===== src/rtl/adsr_envelope_pkg.sv =====
// Shared constants for the ADSR envelope block: state encodings and sample/envelope limits.
package adsr_envelope_pkg;

    // State encodings are fixed numeric values so the state port stays legacy-compatible.
    localparam logic [2:0] ST_IDLE    = 3'd0;
    localparam logic [2:0] ST_ATTACK  = 3'd1;
    localparam logic [2:0] ST_DECAY   = 3'd2;
    localparam logic [2:0] ST_SUSTAIN = 3'd3;
    localparam logic [2:0] ST_RELEASE = 3'd4;

    // Unsigned sample midline (silence) and full-scale envelope.
    localparam logic [7:0] MIDLINE = 8'd128;
    localparam logic [7:0] ENV_MAX = 8'd255;

endpackage


===== src/rtl/adsr_envelope_env_tick_gen.sv =====
// Envelope prescaler: free-running TICK_DIV-bit counter, one-clock tick when it is all ones.
module env_tick_gen #(
    parameter int unsigned TICK_DIV = 4
) (
    input  logic clk,
    input  logic reset,
    output logic tick
);

    logic [TICK_DIV-1:0] cnt_q;

    // Counter wraps naturally from all ones back to zero.
    always_ff @(posedge clk or posedge reset) begin
        if (reset) cnt_q <= '0;
        else       cnt_q <= cnt_q + TICK_DIV'(1);
    end

    assign tick = (cnt_q == '1);

endmodule


===== src/rtl/adsr_envelope.sv =====
// Gated ADSR amplitude envelope applied to an 8-bit unsigned sample stream (midline 128).
// Optional build macro ADSR_EXP_RELEASE_EN selects an exponential release
// (env -= (env>>3)+1 per tick, release_rate ignored) instead of the linear one.
module adsr_envelope
    import adsr_envelope_pkg::*;
#(
    parameter int unsigned TICK_DIV = 4
) (
    input  logic       clk,
    input  logic       reset,
    input  logic       gate,
    input  logic [7:0] sample_in,
    input  logic [7:0] attack_rate,
    input  logic [7:0] decay_rate,
    input  logic [7:0] sustain_level,
    input  logic [7:0] release_rate,
    output logic [7:0] sample_out,
    output logic [7:0] env_level,
    output logic [2:0] state,
    output logic       busy
);

    logic              tick;
    logic [2:0]        state_q, state_d;
    logic [7:0]        env_q, env_d;
    logic [7:0]        sample_q, sample_d;
    logic [8:0]        attack_sum;
    logic [8:0]        decay_diff;
    logic [8:0]        rel_step;
    logic              gate_on, gate_off;
    logic signed [8:0]  smp_centered;
    logic signed [16:0] smp_product;

    env_tick_gen #(.TICK_DIV(TICK_DIV)) u_tick_gen (
        .clk   (clk),
        .reset (reset),
        .tick  (tick)
    );

    // Next state / envelope: gate edges take priority over the tick update.
    always_comb begin
        state_d    = state_q;
        env_d      = env_q;
        attack_sum = {1'b0, env_q} + {1'b0, attack_rate};
        decay_diff = {1'b0, env_q} - {1'b0, decay_rate};
`ifdef ADSR_EXP_RELEASE_EN
        rel_step   = {1'b0, (env_q >> 3)} + 9'd1;
`else
        rel_step   = {1'b0, release_rate};
`endif
        gate_on  = gate  && (state_q == ST_IDLE || state_q == ST_RELEASE);
        gate_off = !gate && (state_q == ST_ATTACK || state_q == ST_DECAY ||
                             state_q == ST_SUSTAIN);

        if (gate_on) begin
            state_d = ST_ATTACK;
        end else if (gate_off) begin
            state_d = ST_RELEASE;
        end else if (tick) begin
            case (state_q)
                ST_IDLE: begin
                    env_d = '0;
                end
                ST_ATTACK: begin
                    if (attack_sum >= {1'b0, ENV_MAX}) begin
                        env_d   = ENV_MAX;
                        state_d = ST_DECAY;
                    end else begin
                        env_d = attack_sum[7:0];
                    end
                end
                ST_DECAY: begin
                    // Bit 8 of the difference flags an underflow past zero.
                    if (decay_diff[8] || (decay_diff[7:0] <= sustain_level)) begin
                        env_d   = sustain_level;
                        state_d = ST_SUSTAIN;
                    end else begin
                        env_d = decay_diff[7:0];
                    end
                end
                ST_SUSTAIN: begin
                    env_d = sustain_level;
                end
                ST_RELEASE: begin
                    if ({1'b0, env_q} <= rel_step) begin
                        env_d   = '0;
                        state_d = ST_IDLE;
                    end else begin
                        env_d = env_q - rel_step[7:0];
                    end
                end
                default: begin
                    env_d   = '0;
                    state_d = ST_IDLE;
                end
            endcase
        end
    end

    // Scaler: signed deviation from midline times envelope, divided by 256.
    always_comb begin
        smp_centered = $signed({1'b0, sample_in}) - 9'sd128;
        smp_product  = 17'(smp_centered) * 17'($signed({1'b0, env_q}));
        // Shifted product is within -128..126, so modulo-256 addition of the midline is exact.
        sample_d     = MIDLINE + 8'(smp_product >>> 8);
    end

    // State, envelope and scaled sample registers.
    always_ff @(posedge clk or posedge reset) begin
        if (reset) begin
            state_q  <= ST_IDLE;
            env_q    <= '0;
            sample_q <= MIDLINE;
        end else begin
            state_q  <= state_d;
            env_q    <= env_d;
            sample_q <= sample_d;
        end
    end

    assign sample_out = sample_q;
    assign env_level  = env_q;
    assign state      = state_q;
    assign busy       = (state_q != ST_IDLE);

endmodule

===== config.mk =====
export PLATFORM = sky130hd
export DESIGN_NAME = adsr_envelope
export DESIGN_NICKNAME = d
export VERILOG_FILES = /design/src/rtl/adsr_envelope_pkg.sv /design/src/rtl/adsr_envelope_env_tick_gen.sv /design/src/rtl/adsr_envelope.sv
export SDC_FILE = /design/constraint.sdc
export NUM_CORES = 1
export LEC_CHECK = 0
export CAP_MARGIN = 0
export CORE_MARGIN = 2
export CORE_UTILIZATION = 40
export CTS_CLUSTER_SIZE = 8
export DETAILED_ROUTE_END_ITERATION = 10
export GPL_TIMING_DRIVEN = 0
export PLACE_DENSITY = 0.58
export SLEW_MARGIN = 0
export SYNTH_ARGS = -nofsm -noshare
export SYNTH_HDL_FRONTEND = slang
export SYNTH_HIERARCHICAL = 1
export SYNTH_SLANG_ARGS = --single-unit

===== constraint.sdc =====
create_clock -name clk -period 11.58 [get_ports clk]
set_input_delay 1.158 -clock clk [delete_from_list [all_inputs] [get_ports clk]]
set_output_delay 1.158 -clock clk [all_outputs]
set_load 0.005 [all_outputs]

---- Yosys cells after proc, flatten, opt, wreduce, memory -nomap -nowiden ----
Index checks and enable logic that the tools add are counted.
Widths: inputs -> output; s select.
word-level totals
  logic and storage cells ................. 49
  ROM bits ................................ 0
  RAM bits ................................ 0
  register bits after elaboration ......... 23
  bits in latches ......................... 0
  output and inout port bits .............. 20
  memories ................................ 0
cells by class
  equal/unequal tests ..................... 9
  divide/modulo/power cells ............... 0
  multiply operators ...................... 1
  reduce and logical (&&, ||, !) cells .... 13
  order comparisons ....................... 3
  add/subtract/negate cells ............... 6
  bitwise gates (word level) .............. 2
  shifts and indexed selects .............. 0
  muxes and demuxes ....................... 11
operator list
  kind                 count
  $pmux 8 s4           1
  $mux 8               3
  $mux 3               6
  $le 8x8->1           2
  $mul 9x9->16         1
  $ne 4x3->1 const B   3
  $pmux 3 s4           1
  $add 8x8->9          1
  $ge 9x8->1 const B   1
  $sub 8x8->9          1
  $sub 8x8->9 const B  1
  $add 8x8->8 const A  1
  $sub 8x8->8          1
  $eq 3x2->1 const B   2
  $reduce_bool 3->1    2
  $reduce_and 5->1     1
  $add 4x1->4 const B  1
  $eq 4x4->1 const B   1
  $logic_or 1x1->1     4
  $eq 3x1->1 const B   1
  $eq 3x3->1 const B   1
  $logic_not 3->1      1
  $ne 3x1->1 const B   1
  $reduce_and 3->1     1
  4 further kinds      6

---- Longest topological paths before layout ----
  depth in word-level cells ............... 8
  depth in mapped cells ................... 19
  gate-level depth less buffers ........... 17

---- By module ----
The synthesis kept the hierarchy.
by module, submodules not included
  module         sequential area each (um^2)  cells each  area an instance (um^2)  instances
  adsr_envelope  476.7                        536         4568.1                   1
  env_tick_gen   100.1                        11          150.1                    1

---- Worst setup path before layout ----
Ideal clock, no wire load.
  kind .................................... input port to flip-flop
  start point ............................. input port sample_in[7]
  end point ............................... register sample_q[7] (netlist: sample_out[7])
  stages on the path ...................... 18
  arrival ................................. 5.089 ns
  setup slack ............................. 6.402 ns
  path buffers ............................ 1
  path through ............................ nand2b_1 inv_1 fa_1 inv_1 fa_1 inv_1 fa_1 inv_1 fa_1 inv_1 ha_1 clkbuf_1 a21oi_1 o21ai_0 nor2_1 o21ai_0 o311ai_0 a211oi_1
between the ends
  longest elaborated chain between the ends .. 3
RTL lines
  what                    line                  RTL
  start: declaration      adsr_envelope.sv:12   input logic [7:0] sample_in,
  $sub 8x8->9             adsr_envelope.sv:102  smp_centered = $signed({1'b0, sample_in}) - 9'sd128;
  $mul 9x9->16            adsr_envelope.sv:103  smp_product = 17'(smp_centered) * 17'($signed({1'b0, env_q}));
  $add 8x8->8             adsr_envelope.sv:105  sample_d = MIDLINE + 8'(smp_product >>> 8);
  net sample_d[7]         adsr_envelope.sv:26   logic [7:0] sample_q, sample_d;
  end signal: assignment  adsr_envelope.sv:117  sample_q <= sample_d;
  end: declaration        adsr_envelope.sv:26
The timed path passes the listed nets, and every way through them passes these cells.
A chain may end at the register's enable or synchronous reset.

---- Final worst setup path ----
Same ends and word-level chain as after synthesis.

==> results.sh <==
export IMPL_drt_total_wl_um=11050
export IMPL_rows=39
export IMPL_finClkSkew_ns=0.004453
export IMPL_grt_pass1_vias=4046
export IMPL_crit_top_cell="inv_1"
export IMPL_synth_most_common_cell="inv_1"
export IMPL_crit_family="adder cells"
export IMPL_synth_edf_count=0
export IMPL_synthArstFlopShare=1.000
export IMPL_p_leak_nw=2.737
export IMPL_antenna_found_initial=0
export IMPL_cts_sinks=23
export IMPL_synth_cell_types=58
export IMPL_slew_headroom=0.1917
export IMPL_start_util=0.4115
export IMPL_seqCellArea_um2=576.8
export IMPL_hold_buffers=0
export IMPL_power_per_cell_area_nw_per_um2=164.5
export IMPL_finalSetupViolCount=0
export IMPL_period_share=0.5188
export IMPL_finalHoldViolCount=0
export IMPL_cts_tree="done"
export IMPL_cp_num_buf_inv=7
export IMPL_yosysWarnings=6
export IMPL_layout_drive_gt1_share=0.02936
export IMPL_ys_flop_type="dfrtp_1"
export IMPL_h_tree_depth=1
export IMPL_drt_pass1_iterations=6
export IMPL_rsz0062_at_grt="no"
export IMPL_grt_max_degree=20
export IMPL_max_freq_mhz=166.5
export IMPL_synth_area_per_cell_um2=8.626
export IMPL_dr_first_iter_drc_count=233
export IMPL_yosysSeqAreaShare=0.1222
export IMPL_gr_total_overflow=0
export IMPL_drt_wirelength_per_cell_um=14.62
export IMPL_dieArea_um2=12680
export IMPL_core_um2=11470
export IMPL_cts_inserted_buffers=3
export IMPL_tightest_slew_ns=1.210
export IMPL_multi_input_area_um2=3699
export IMPL_critPathArrivalTime_ns=6.18
export IMPL_cp_slowest_cell="fa_1"
export IMPL_critPathKind="in -> reg"
export IMPL_nFillCells=1127
export IMPL_vias=3942
export IMPL_antenna_cells=0
export IMPL_yosys_area_top_type="fa_1"
export IMPL_synth_top_area_frac=0.2291
export IMPL_ios=63
export IMPL_synth_seq_cells=23
export IMPL_dp_hpwl_um=9045
export IMPL_netlist_area_um2=4718
export IMPL_period_minus_slack_ns=6.008
export IMPL_synth_area_leaders="fa_1 (23%), ha_1 (16%), dfrtp_1 (12%), inv_1 (8.7%), and2_1 (4.8%)"
export IMPL_route_detailed_drc=0
export IMPL_grt_usage=0.1877
export IMPL_cp_slowest_stage_delay_ns=0.65
export IMPL_ant_nets=0
export IMPL_cap_violations=0
export IMPL_syn_inst=547
export IMPL_die_x_um=112.6
export IMPL_grt_pass1_wl_um=19350
export IMPL_postCtsSetupBuffers=0
export IMPL_outcome="completed"
export IMPL_crit_path_cell_trace="clkdlybuf4s50_1 > nand2b_1 > inv_1 > fa_1 > inv_1 > fa_1 > inv_1 > fa_1 > inv_1 > fa_1 > inv_1 > ha_1 > clkbuf_1 > a21oi_1 > o21ai_0 > nor2_1 > o21ai_0 > o311ai_0 > a211oi_1"
export IMPL_vias_per_cell=5.214
export IMPL_fin_setup_tns_ns=0
export IMPL_gp_congestion=0.8516
export IMPL_syn_nets=704
export IMPL_clock_latency_ns=0.26
export IMPL_critPathCaptureType="flip-flop"
export IMPL_nNetsFinal=771
export IMPL_io_buffers=62
export IMPL_cts_root_buf="clkbuf_16"
export IMPL_dieHeight_um=112.6
export IMPL_startpoint_type="input pin"
export IMPL_cts_resized=0
export IMPL_ys_top_cells_by_count="inv_1 (109), ha_1 (60), fa_1 (54), nand2_1 (42), and2_1 (36)"
export IMPL_area_growth_pct=18.70
export IMPL_total_power_uw=921.2
export IMPL_cts_buffer_depth=2
export IMPL_clkSlewWorstSetupHoldPaths_ns=0.07
export IMPL_worstPathRequired_ns=11.75
export IMPL_final_max_slew_viol_count=0
export IMPL_vdd_drop_max_uv=85.91
export IMPL_crit_fanout=8
export IMPL_hold_path_class="reg -> reg"
## flip-flops by register name, summed over array words and instances, names as in the netlist
name,cells
u_tick_gen/cnt_q,4
sample_out,8
env_level,8
state,3
## layout by cell type (no fill, tap or decap), drive strengths merged, types with 4 or more instances in the layout
cell,instances
dfrtp,22
ha,60
o31a,5
a21boi,5
a222oi,5
nor2b,9
nor3,6
nand3,7
a21oi,16
xnor2,17
nand2,42
o221ai,6
o21ai,19
clkdlybuf4s50,62
a21o,4
clkbuf,8
a221oi,4
and2,36
nand4,8
nor2,29
or3,6
a211oi,5
o21a,9
nand2b,8
inv,109
fa,54
xor2,9
## path summary, 6_finish.rpt
check / to / start / slack, ns / cells past startpoint
setup / recovery: sample_out[7] / sample_in[7] / 5.57 / 19
hold / removal: u_tick_gen/cnt_q[0] / u_tick_gen/cnt_q[0] / 0.46 / 1
setup reg to reg: sample_out[7] / env_level[1] / 6.31 / 19
hold reg to reg: u_tick_gen/cnt_q[0] / u_tick_gen/cnt_q[0] / 0.46 / 1
max in group asynchronous: sample_out[0] / reset / 9.69 / 2
min in group asynchronous: u_tick_gen/cnt_q[1] / reset / 1.13 / 2
## where the power goes
group          leakage (nW)  total [mW]  switching (mW)  internal [mW]
Sequential            0.298       0.140          0.0325          0.108
Combinational          2.40       0.702           0.381          0.321
Clock                0.0371      0.0792          0.0323         0.0469
## cell type report
class,count,share of cell area
Multi-Input combinational cell,407,0.6604
Timing Repair Buffer,62,0.1108
Sequential cell,23,0.1030
Inverter,109,0.07306
Tap cell,143,0.03195
Clock buffer,3,0.01340
Buffer,8,0.006032
Clock inverter,1,0.001340
## cells by family (layout without fill, tap and decap cells)
| kind of cell | after synthesis | count (layout) | synth area share |
|---|---|---|---|
| mux | 5 | 5 | 0.01114 |
| compound gates | 97 | 97 | 0.1541 |
| flops | 23 | 23 | 0.1223 |
| xor+xnor | 26 | 26 | 0.04826 |
| simple gates | 165 | 165 | 0.1822 |
| buf+inv | 117 | 183 | 0.09387 |
| fa+ha+maj | 114 | 114 | 0.3882 |
## metal layers
metal / wire length, um / share of wire / global-route usage / up-vias
met5: 0 / 0 / 0 / -
met4: 81 / 0.0073 / 0.03984 / 0
met2: 4762 / 0.43 / 0.2866 / 98
met1: 5620 / 0.51 / 0.2834 / 1884
li1: - / - / - / 1956
met3: 588 / 0.053 / 0.02700 / 4
## per-stage QoR
step                      worst slack (ns)  instances  hold WS [ns]  cell area (um2)  utilization
after floorplan                      6.402        547        0.4214             4718            -
after global placement               5.362        752        0.4362             5518       0.4812
after detailed placement             5.307        752        0.4459             5518       0.4812
after CTS                            5.574        756        0.4563             5600       0.4884
after global routing                 5.184        756        0.4730             5600       0.4884
final                                5.572        756        0.4631             5600       0.4884
No activity file was read; power rests on OpenSTA's default activity.
